File: config.mk
export PLATFORM = sky130hd
export DESIGN_NAME = addsub_sequencer
export DESIGN_NICKNAME = d
export VERILOG_FILES = /design/src/rtl/alu_pkg.sv /design/src/rtl/alu_flag_gen.sv /design/src/rtl/addsub_sequencer.sv
export SDC_FILE = /design/constraint.sdc
export NUM_CORES = 1
export LEC_CHECK = 0
export CORE_MARGIN = 4
export CORE_UTILIZATION = 41
export DETAILED_ROUTE_END_ITERATION = 7
export PLACE_DENSITY_LB_ADDON = 0.2
export SKIP_LAST_GASP = 1
export SLEW_MARGIN = 30
export SYNTH_ARGS = -nofsm -noshare
export SYNTH_HDL_FRONTEND = slang
export SYNTH_SLANG_ARGS = --single-unit
File: constraint.sdc
create_clock -name clk -period 2.4 [get_ports clk]
set_input_delay 0.72 -clock clk [delete_from_list [all_inputs] [get_ports clk]]
set_output_delay 0.72 -clock clk [all_outputs]
set_load 0.03 [all_outputs]
File: src/rtl/alu_pkg.sv
// Shared encodings for the ALU sequencing stages: operation codes, FSM states
// and the datapath width.
package alu_pkg;

    localparam int WIDTH = 32;

    typedef enum logic [1:0] {
        OP_ADD = 2'b00,
        OP_SUB = 2'b01,
        OP_ADC = 2'b10,
        OP_SBC = 2'b11
    } op_t;

    typedef enum logic [1:0] {
        S_IDLE   = 2'b00,
        S_SETTLE = 2'b01,
        S_HOLD   = 2'b10
    } state_t;

endpackage

File: src/rtl/alu_flag_gen.sv
// N/Z/C/O flag generation from an adder result. The b_msb input is the operand
// bit actually driven into the adder, so it is already inverted for subtraction.
module alu_flag_gen
    import alu_pkg::*;
(
    input  logic [WIDTH-1:0] sum,
    input  logic             cout,
    input  logic             a_msb,
    input  logic             b_msb,
    output logic             n,
    output logic             z,
    output logic             c,
    output logic             o
);

    assign n = sum[WIDTH-1];
    assign z = (sum == '0);
    assign c = cout;
    assign o = (a_msb == b_msb) && (sum[WIDTH-1] != a_msb);

endmodule

File: src/rtl/addsub_sequencer.sv
// Sequencer around the external combinational adder: accepts a request,
// drives the operands, waits SETTLE_CYCLES edges, then captures result and flags.
//
// state    | meaning
// ---------+-------------------------------------------------------------
// S_IDLE   | ready for a request; operands latched on req_valid
// S_SETTLE | adder settling; counter runs down, sample when it reads 0
// S_HOLD   | response presented until rsp_ready; carry_flag updated then
module addsub_sequencer
    import alu_pkg::*;
#(
    parameter int unsigned SETTLE_CYCLES = 4
) (
    input  logic             clk,
    input  logic             rst_n,
    input  logic             req_valid,
    output logic             req_ready,
    input  logic [1:0]       req_op,
    input  logic [WIDTH-1:0] req_a,
    input  logic [WIDTH-1:0] req_b,
    output logic [WIDTH-1:0] adder_a,
    output logic [WIDTH-1:0] adder_b,
    output logic             adder_cin,
    input  logic [WIDTH-1:0] adder_s,
    input  logic             adder_cout,
    output logic             rsp_valid,
    input  logic             rsp_ready,
    output logic [WIDTH-1:0] rsp_result,
    output logic             rsp_n,
    output logic             rsp_z,
    output logic             rsp_c,
    output logic             rsp_o,
    output logic             carry_flag
);

    localparam int CNT_W = 4;
    localparam logic [CNT_W-1:0] CNT_LOAD = CNT_W'(SETTLE_CYCLES - 1);

    state_t           state;
    logic [CNT_W-1:0] counter;
    logic             flag_n;
    logic             flag_z;
    logic             flag_c;
    logic             flag_o;

    alu_flag_gen u_flag_gen (
        .sum   (adder_s),
        .cout  (adder_cout),
        .a_msb (adder_a[WIDTH-1]),
        .b_msb (adder_b[WIDTH-1]),
        .n     (flag_n),
        .z     (flag_z),
        .c     (flag_c),
        .o     (flag_o)
    );

    always_ff @(posedge clk) begin
        if (!rst_n) begin
            state      <= S_IDLE;
            counter    <= '0;
            req_ready  <= 1'b1;
            adder_a    <= '0;
            adder_b    <= '0;
            adder_cin  <= 1'b0;
            rsp_valid  <= 1'b0;
            rsp_result <= '0;
            rsp_n      <= 1'b0;
            rsp_z      <= 1'b0;
            rsp_c      <= 1'b0;
            rsp_o      <= 1'b0;
            carry_flag <= 1'b0;
        end else begin
            case (state)
                S_IDLE: begin
                    if (req_valid) begin
                        adder_a   <= req_a;
                        counter   <= CNT_LOAD;
                        req_ready <= 1'b0;
                        state     <= S_SETTLE;
                        case (req_op)
                            OP_ADD: begin adder_b <= req_b;  adder_cin <= 1'b0;       end
                            OP_SUB: begin adder_b <= ~req_b; adder_cin <= 1'b1;       end
                            OP_ADC: begin adder_b <= req_b;  adder_cin <= carry_flag; end
                            default: begin adder_b <= ~req_b; adder_cin <= carry_flag; end
                        endcase
                    end
                end
                S_SETTLE: begin
                    // adder_s/adder_cout are only looked at on this edge, so
                    // anything they do while settling never reaches an output.
                    if (counter == '0) begin
                        rsp_result <= adder_s;
                        rsp_n      <= flag_n;
                        rsp_z      <= flag_z;
                        rsp_c      <= flag_c;
                        rsp_o      <= flag_o;
                        rsp_valid  <= 1'b1;
                        state      <= S_HOLD;
                    end else begin
                        counter <= counter - 1'b1;
                    end
                end
                S_HOLD: begin
                    if (rsp_ready) begin
                        carry_flag <= rsp_c;
                        rsp_valid  <= 1'b0;
                        req_ready  <= 1'b1;
                        state      <= S_IDLE;
                    end
                end
                default: begin
                    state     <= S_IDLE;
                    req_ready <= 1'b1;
                    rsp_valid <= 1'b0;
                end
            endcase
        end
    end

endmodule

==> reports/qor.yml, run 1 <==
start_util: 0.423
cts_tree: "yes"
period_needed_ns: 2.22
clock_tree.buffer_depth: 2
p_int_mw: 3.03
place_congestion: 0.803
seq_power_share: 0.454
startpoint_type: "flip-flop"
cpLargestDelayFamily: "buffers and inverters"
tns_ns: 0
crit_slowest_cell: "clkdlybuf4s50_1"
switchingPower_mw: 1.55
cap_violations: 0
h-tree-depth: 3
synth_cell_types: 39
grt_pass1_wl_um: 20900
multi_input_area_um2: 1940
grt-ovfl-total: 0
antenna_found_initial: 0
cp-end-kind: "output port"
die-area_um2: 12400
pin_count: 207
synthesis.area_um2: 4390
synth_warnings: 0
cts.sinks: 109
die_h_um: 111
comb_power_share: 0.318
synth.top_cell.area_share: 0.497
cts_inserted_buffers: 9
peakVddDrop_mv: 0.321
yosys.area.top_type: "dfxtp_1"
cp.arrival_ns: 1.50
port_buffers: 206
status: "complete, no violations"
path_clk_slew_ns: 0.10
insertion_delay_ns: 0.37
crit_chain: "clkdlybuf4s50_1"
ys_seq_area_frac: 0.497
grt_pass1_vias: 4229
post-route-util: 0.647
vias: 4258
wl_per_cell_um: 15.4
track_usage: 0.202
final_common_cell: "clkdlybuf4s50_1"
rsz0062_at_grt: "no"
seqCellArea_um2: 2180
maxSlewHeadroom: 0.667
coreArea_um2: 10400
nFillCells: 873
dp_hpwl_um: 9610
crit_buf_inv: 1
syn_inst: 510
setup.worst_path.class: "reg2out"
rows: 37
routed_wl_um: 12800
drc: 0
setup_viol: 0
layout_common_cells: "clkdlybuf4s50_1 (205), dfxtp_1 (109), a21oi_1 (67)"
swShare: 0.338
ys_seq_elements: 109
grt_max_degree: 50
synthesis.nets: 614
cts_hold_buffers: 0
post_cts_resized: 0
critPathMaxFanout: 4
worst_clock_skew_ns: 0.0195
die_w_um: 111
dr.pass1.iters: 4
area_delta_synth_final_pct: 53.0
finalHoldViolCount: 0
required_ns: 1.68
drv_slew: 0
drive_above_1_share: 0.0545
p_leak_nw: 2.33
max_freq_mhz: 451
syn_avg_cell_area_um2: 8.60
cts_root_buf: "clkbuf_8"
dr.first_iter.drc_count: 297
worst_slew_pin_slew_ns: 0.499
slowest_delay_ns: 0.73
min-delay-path-class: "reg2reg"
cts_setup_buffers: 0
ant_nets: 0
period_share: 0.923
viasPerCell: 5.11
clkPwrFrac: 0.228
p_per_area_nw_per_um2: 682
final_nets: 796
num_antenna_cells: 0
synth.top_cells.by_area: "dfxtp_1 (50%), a21oi_1 (7.6%), xnor2_1 (6.4%), a211oi_1 (5.8%), nand2_1 (5.6%)"
==> registers in the layout (all words and copies together) (netlist names) <==
signal and flops:
rsp_valid 1, rsp_result 32, adder_cin 1, rsp_o 1, adder_b 32, adder_a 32
rsp_c 1, req_ready 1, counter 4, state 2, carry_flag 1, rsp_z 1
==> cell usage after synthesis, drive strengths merged <==
library cell  instances
dfxtp               109
a21oi                67
nand2                66
nor2                 38
o21ai                38
a211oi               35
nand3                34
xnor2                32
buf                  30
clkbuf               21
nor4                  6
nor2b                 3
nor3b                 3
o21a                  3
a311oi                2
inv                   2
mux2i                 2
nand3b                2
nand4                 2
or3                   2
or3b                  2
a2111oi               1
a31oi                 1
clkinv                1
ha                    1
nand2b                1
nor3                  1
nor4b                 1
nor4bb                1
o211ai                1
o31ai                 1
or4                   1
==> cell type report <==
class | instances | share of cell area
Clock buffer | 11 | 0.0211
Clock inverter | 5 | 0.00597
Inverter | 3 | 0.00186
Multi-Input combinational cell | 347 | 0.289
Sequential cell | 109 | 0.325
Tap cell | 136 | 0.0254
Timing Repair Buffer | 222 | 0.332
==> power groups by stage <==
| stage | Clock, mW | Combinational [mW] | Sequential (mW) |
|---|---|---|---|
| after global placement | 0 | 1.43 | 2.11 |
| after detailed placement | 0 | 1.46 | 2.12 |
| after global routing | 1.14 | 1.57 | 2.10 |
| after floorplan | 0 | 0.556 | 2.39 |
| after CTS | 1.07 | 1.47 | 2.08 |
| final | 1.04 | 1.46 | 2.07 |
==> cells by family (layout without fill, tap and decap cells) <==
logic type,after synthesis,after routing,synth area share
adder cells (fa/ha/maj),1,1,0.00285
flip-flops,109,109,0.497
multiplexers,2,2,0.00456
AND/OR/NAND/NOR,163,163,0.170
XOR/XNOR,32,32,0.0639
buffers and inverters,54,241,0.0642
AO/OA/AOI/OAI,149,149,0.197
==> final timing paths <==
| check | to | slack (ns) | from | cells past startpoint |
|---|---|---|---|---|
| max reg2reg | rsp_result[31]$_SDFFE_PN0P_ | 0.53 | counter[0]$_SDFFE_PN0P_ | 6 |
| max | adder_b[31] | 0.18 | adder_b[31]$_SDFFE_PN0P_ | 1 |
| min reg2reg | adder_a[5]$_SDFFE_PN0P_ | 0.46 | adder_a[5]$_SDFFE_PN0P_ | 2 |
| min | adder_a[5]$_SDFFE_PN0P_ | 0.46 | adder_a[5]$_SDFFE_PN0P_ | 2 |
==> through the flow <==
| stage | power [mW] | std cells | hold slack (ns) | setup slack (ns) | cell area (um^2) |
|---|---|---|---|---|---|
| final | 4.57 | 833 | 0.460 | 0.184 | 6710 |
| after CTS | 4.62 | 833 | 0.462 | 0.147 | 6710 |
| after global routing | 4.80 | 833 | 0.480 | 0.115 | 6710 |
| after floorplan | 2.95 | 510 | 0.462 | 0.791 | 4390 |
| after global placement | 3.54 | 817 | 0.441 | 0.227 | 6530 |
| after detailed placement | 3.58 | 817 | 0.447 | 0.127 | 6530 |
==> routing by layer <==
metal  GRT usage  vias up  routed length, um
li1            -     2129                  -
met1       0.244     1936               5300
met2       0.337      164               6110
met3      0.0582       29               1050
met4      0.0884        0                374
met5           0        -                  0
No activity file was read; power rests on OpenSTA's default activity.
==> run 2, diff against run 1 <==
- PLACE_DENSITY: unset -> 0.8
- PLACE_DENSITY_LB_ADDON: 0.2 -> unset
==> reports/qor.yml, run 2 (synthesized netlist as in run 1, its figures left out) <==
tns_ns: 0  # unchanged
wl_per_cell_um: 15.9  # +3.1%
die_w_um: 111  # unchanged
drive_above_1_share: 0.0518  # -0.00272
antenna_found_initial: 0  # unchanged
min-delay-path-class: "reg2reg"
path_clk_slew_ns: 0.10  # about the same
vias: 4317  # +1.4%
postPlaceCellArea_um2: 6500  # -0.42%
setup.worst_path.class: "reg2out"
post_cts_resized: 0  # unchanged
rows: 37  # unchanged
cp.arrival_ns: 1.50  # about the same
cap_violations: 0  # unchanged
maxSlewHeadroom: 0.538  # -0.129
grt-ovfl-total: 0  # unchanged
viasPerCell: 5.19  # +1.6%
grt_pass1_wl_um: 21300  # +1.9%
ant_nets: 0  # unchanged
period_share: 0.924  # +0.00107
die-area_um2: 12400  # unchanged
required_ns: 1.68  # about the same
cts.sinks: 109  # unchanged
finalHoldViolCount: 0  # unchanged
worst_slack_ns: 0.182  # -0.00257 ns
max_freq_mhz: 451  # -0.12%
crit_slowest_cell: "clkdlybuf4s50_1"
num_antenna_cells: 0  # unchanged
clock_tree.buffer_depth: 2  # unchanged
post-route-util: 0.647  # unchanged
slowest_delay_ns: 0.72  # about the same
coreArea_um2: 10400  # unchanged
die_h_um: 111  # unchanged
power_mw: 4.67  # +2.1%
cts_inserted_buffers: 9  # unchanged
port_buffers: 206  # unchanged
cpLargestDelayFamily: "buffers and inverters"
p_per_area_nw_per_um2: 696  # +2.1%
hold_ws_ns: 0.458  # -0.00198 ns
critPathMaxFanout: 4  # unchanged
cts_hold_buffers: 0  # unchanged
cts_tree: "yes"
grt_max_degree: 59  # +18%
period_needed_ns: 2.22  # +0.00257 ns
peakVddDrop_mv: 0.348  # +8.3%
final_common_cell: "clkdlybuf4s50_1"
crit_buf_inv: 1  # unchanged
drv_slew: 0  # unchanged
cp.depth: 1  # unchanged
setup_viol: 0  # unchanged
startpoint_type: "flip-flop"
p_leak_nw: 2.32  # -0.26%
cts_setup_buffers: 0  # unchanged
grt_pass1_vias: 4344  # +2.7%
crit_chain: "clkdlybuf4s50_1"
routed_wl_um: 13200  # +2.8%
final_nets: 794  # -0.25%
layout_common_cells: "clkdlybuf4s50_1 (205), dfxtp_1 (109), a21oi_1 (67)"
fin_cells: 831  # -0.24%
status: "complete, no violations"
cp-end-kind: "output port"
pin_count: 207  # unchanged
worst_clock_skew_ns: 0.0164  # -0.00304 ns
reg_top3: "adder_a x32, adder_b x32, rsp_result x32"
place_congestion: 0.760  # -5.4%
track_usage: 0.206  # +0.00344
insertion_delay_ns: 0.37  # about the same
hold_depth: 2  # unchanged
worst_slew_pin_slew_ns: 0.692  # +0.193 ns
area_delta_synth_final_pct: 53.0  # unchanged
dr.first_iter.drc_count: 278  # -6.4%
rsz0062_at_grt: "no"
drc: 0  # unchanged
dr.pass1.iters: 5  # +1
r2r_cells: 6  # unchanged
place_ws_ns: 0.174  # +0.0470 ns
dp_hpwl_um: 9630  # +0.15%
h-tree-depth: 3  # unchanged
dp_cells: 815  # -0.24%
cts_root_buf: "clkbuf_8"
final_area_um2: 6710  # unchanged
start_util: 0.423  # unchanged
-- run 2: power breakdown --
part           internal (mW)  switching (mW)  total, mW
sequential              1.97           0.102       2.08
clock                  0.542           0.582       1.12
combinational          0.635           0.834       1.47
total                   3.15            1.52       4.67
-- run 2: final timing paths --
path / end / slack (ns) / startpoint
hold / removal: adder_a[19]$_SDFFE_PN0P_ / 0.46 / adder_a[19]$_SDFFE_PN0P_
setup / recovery: adder_b[31] / 0.18 / adder_b[31]$_SDFFE_PN0P_
hold reg to reg: adder_a[19]$_SDFFE_PN0P_ / 0.46 / adder_a[19]$_SDFFE_PN0P_
setup reg to reg: rsp_result[16]$_SDFFE_PN0P_ / 0.40 / counter[0]$_SDFFE_PN0P_
-- run 2: layout make-up --
class / count / area, um^2
Clock inverter: 3 / 43.8
Fill cell: 907 / 3660
Timing Repair Buffer: 220 / 2200
Inverter: 3 / 12.5
Clock buffer: 13 / 159
Multi-Input combinational cell: 347 / 1940
Tap cell: 136 / 170
Sequential cell: 109 / 2180
-- run 2: metal layers --
| metal | GRT usage | vias to the layer above | share of wire |
|---|---|---|---|
| met1 | 0.235 | 1999 | 0.41 |
| met4 | 0.0819 | 0 | 0.027 |
| li1 | - | 2131 | - |
| met2 | 0.356 | 162 | 0.48 |
| met5 | 0 | - | 0 |
| met3 | 0.0674 | 25 | 0.080 |
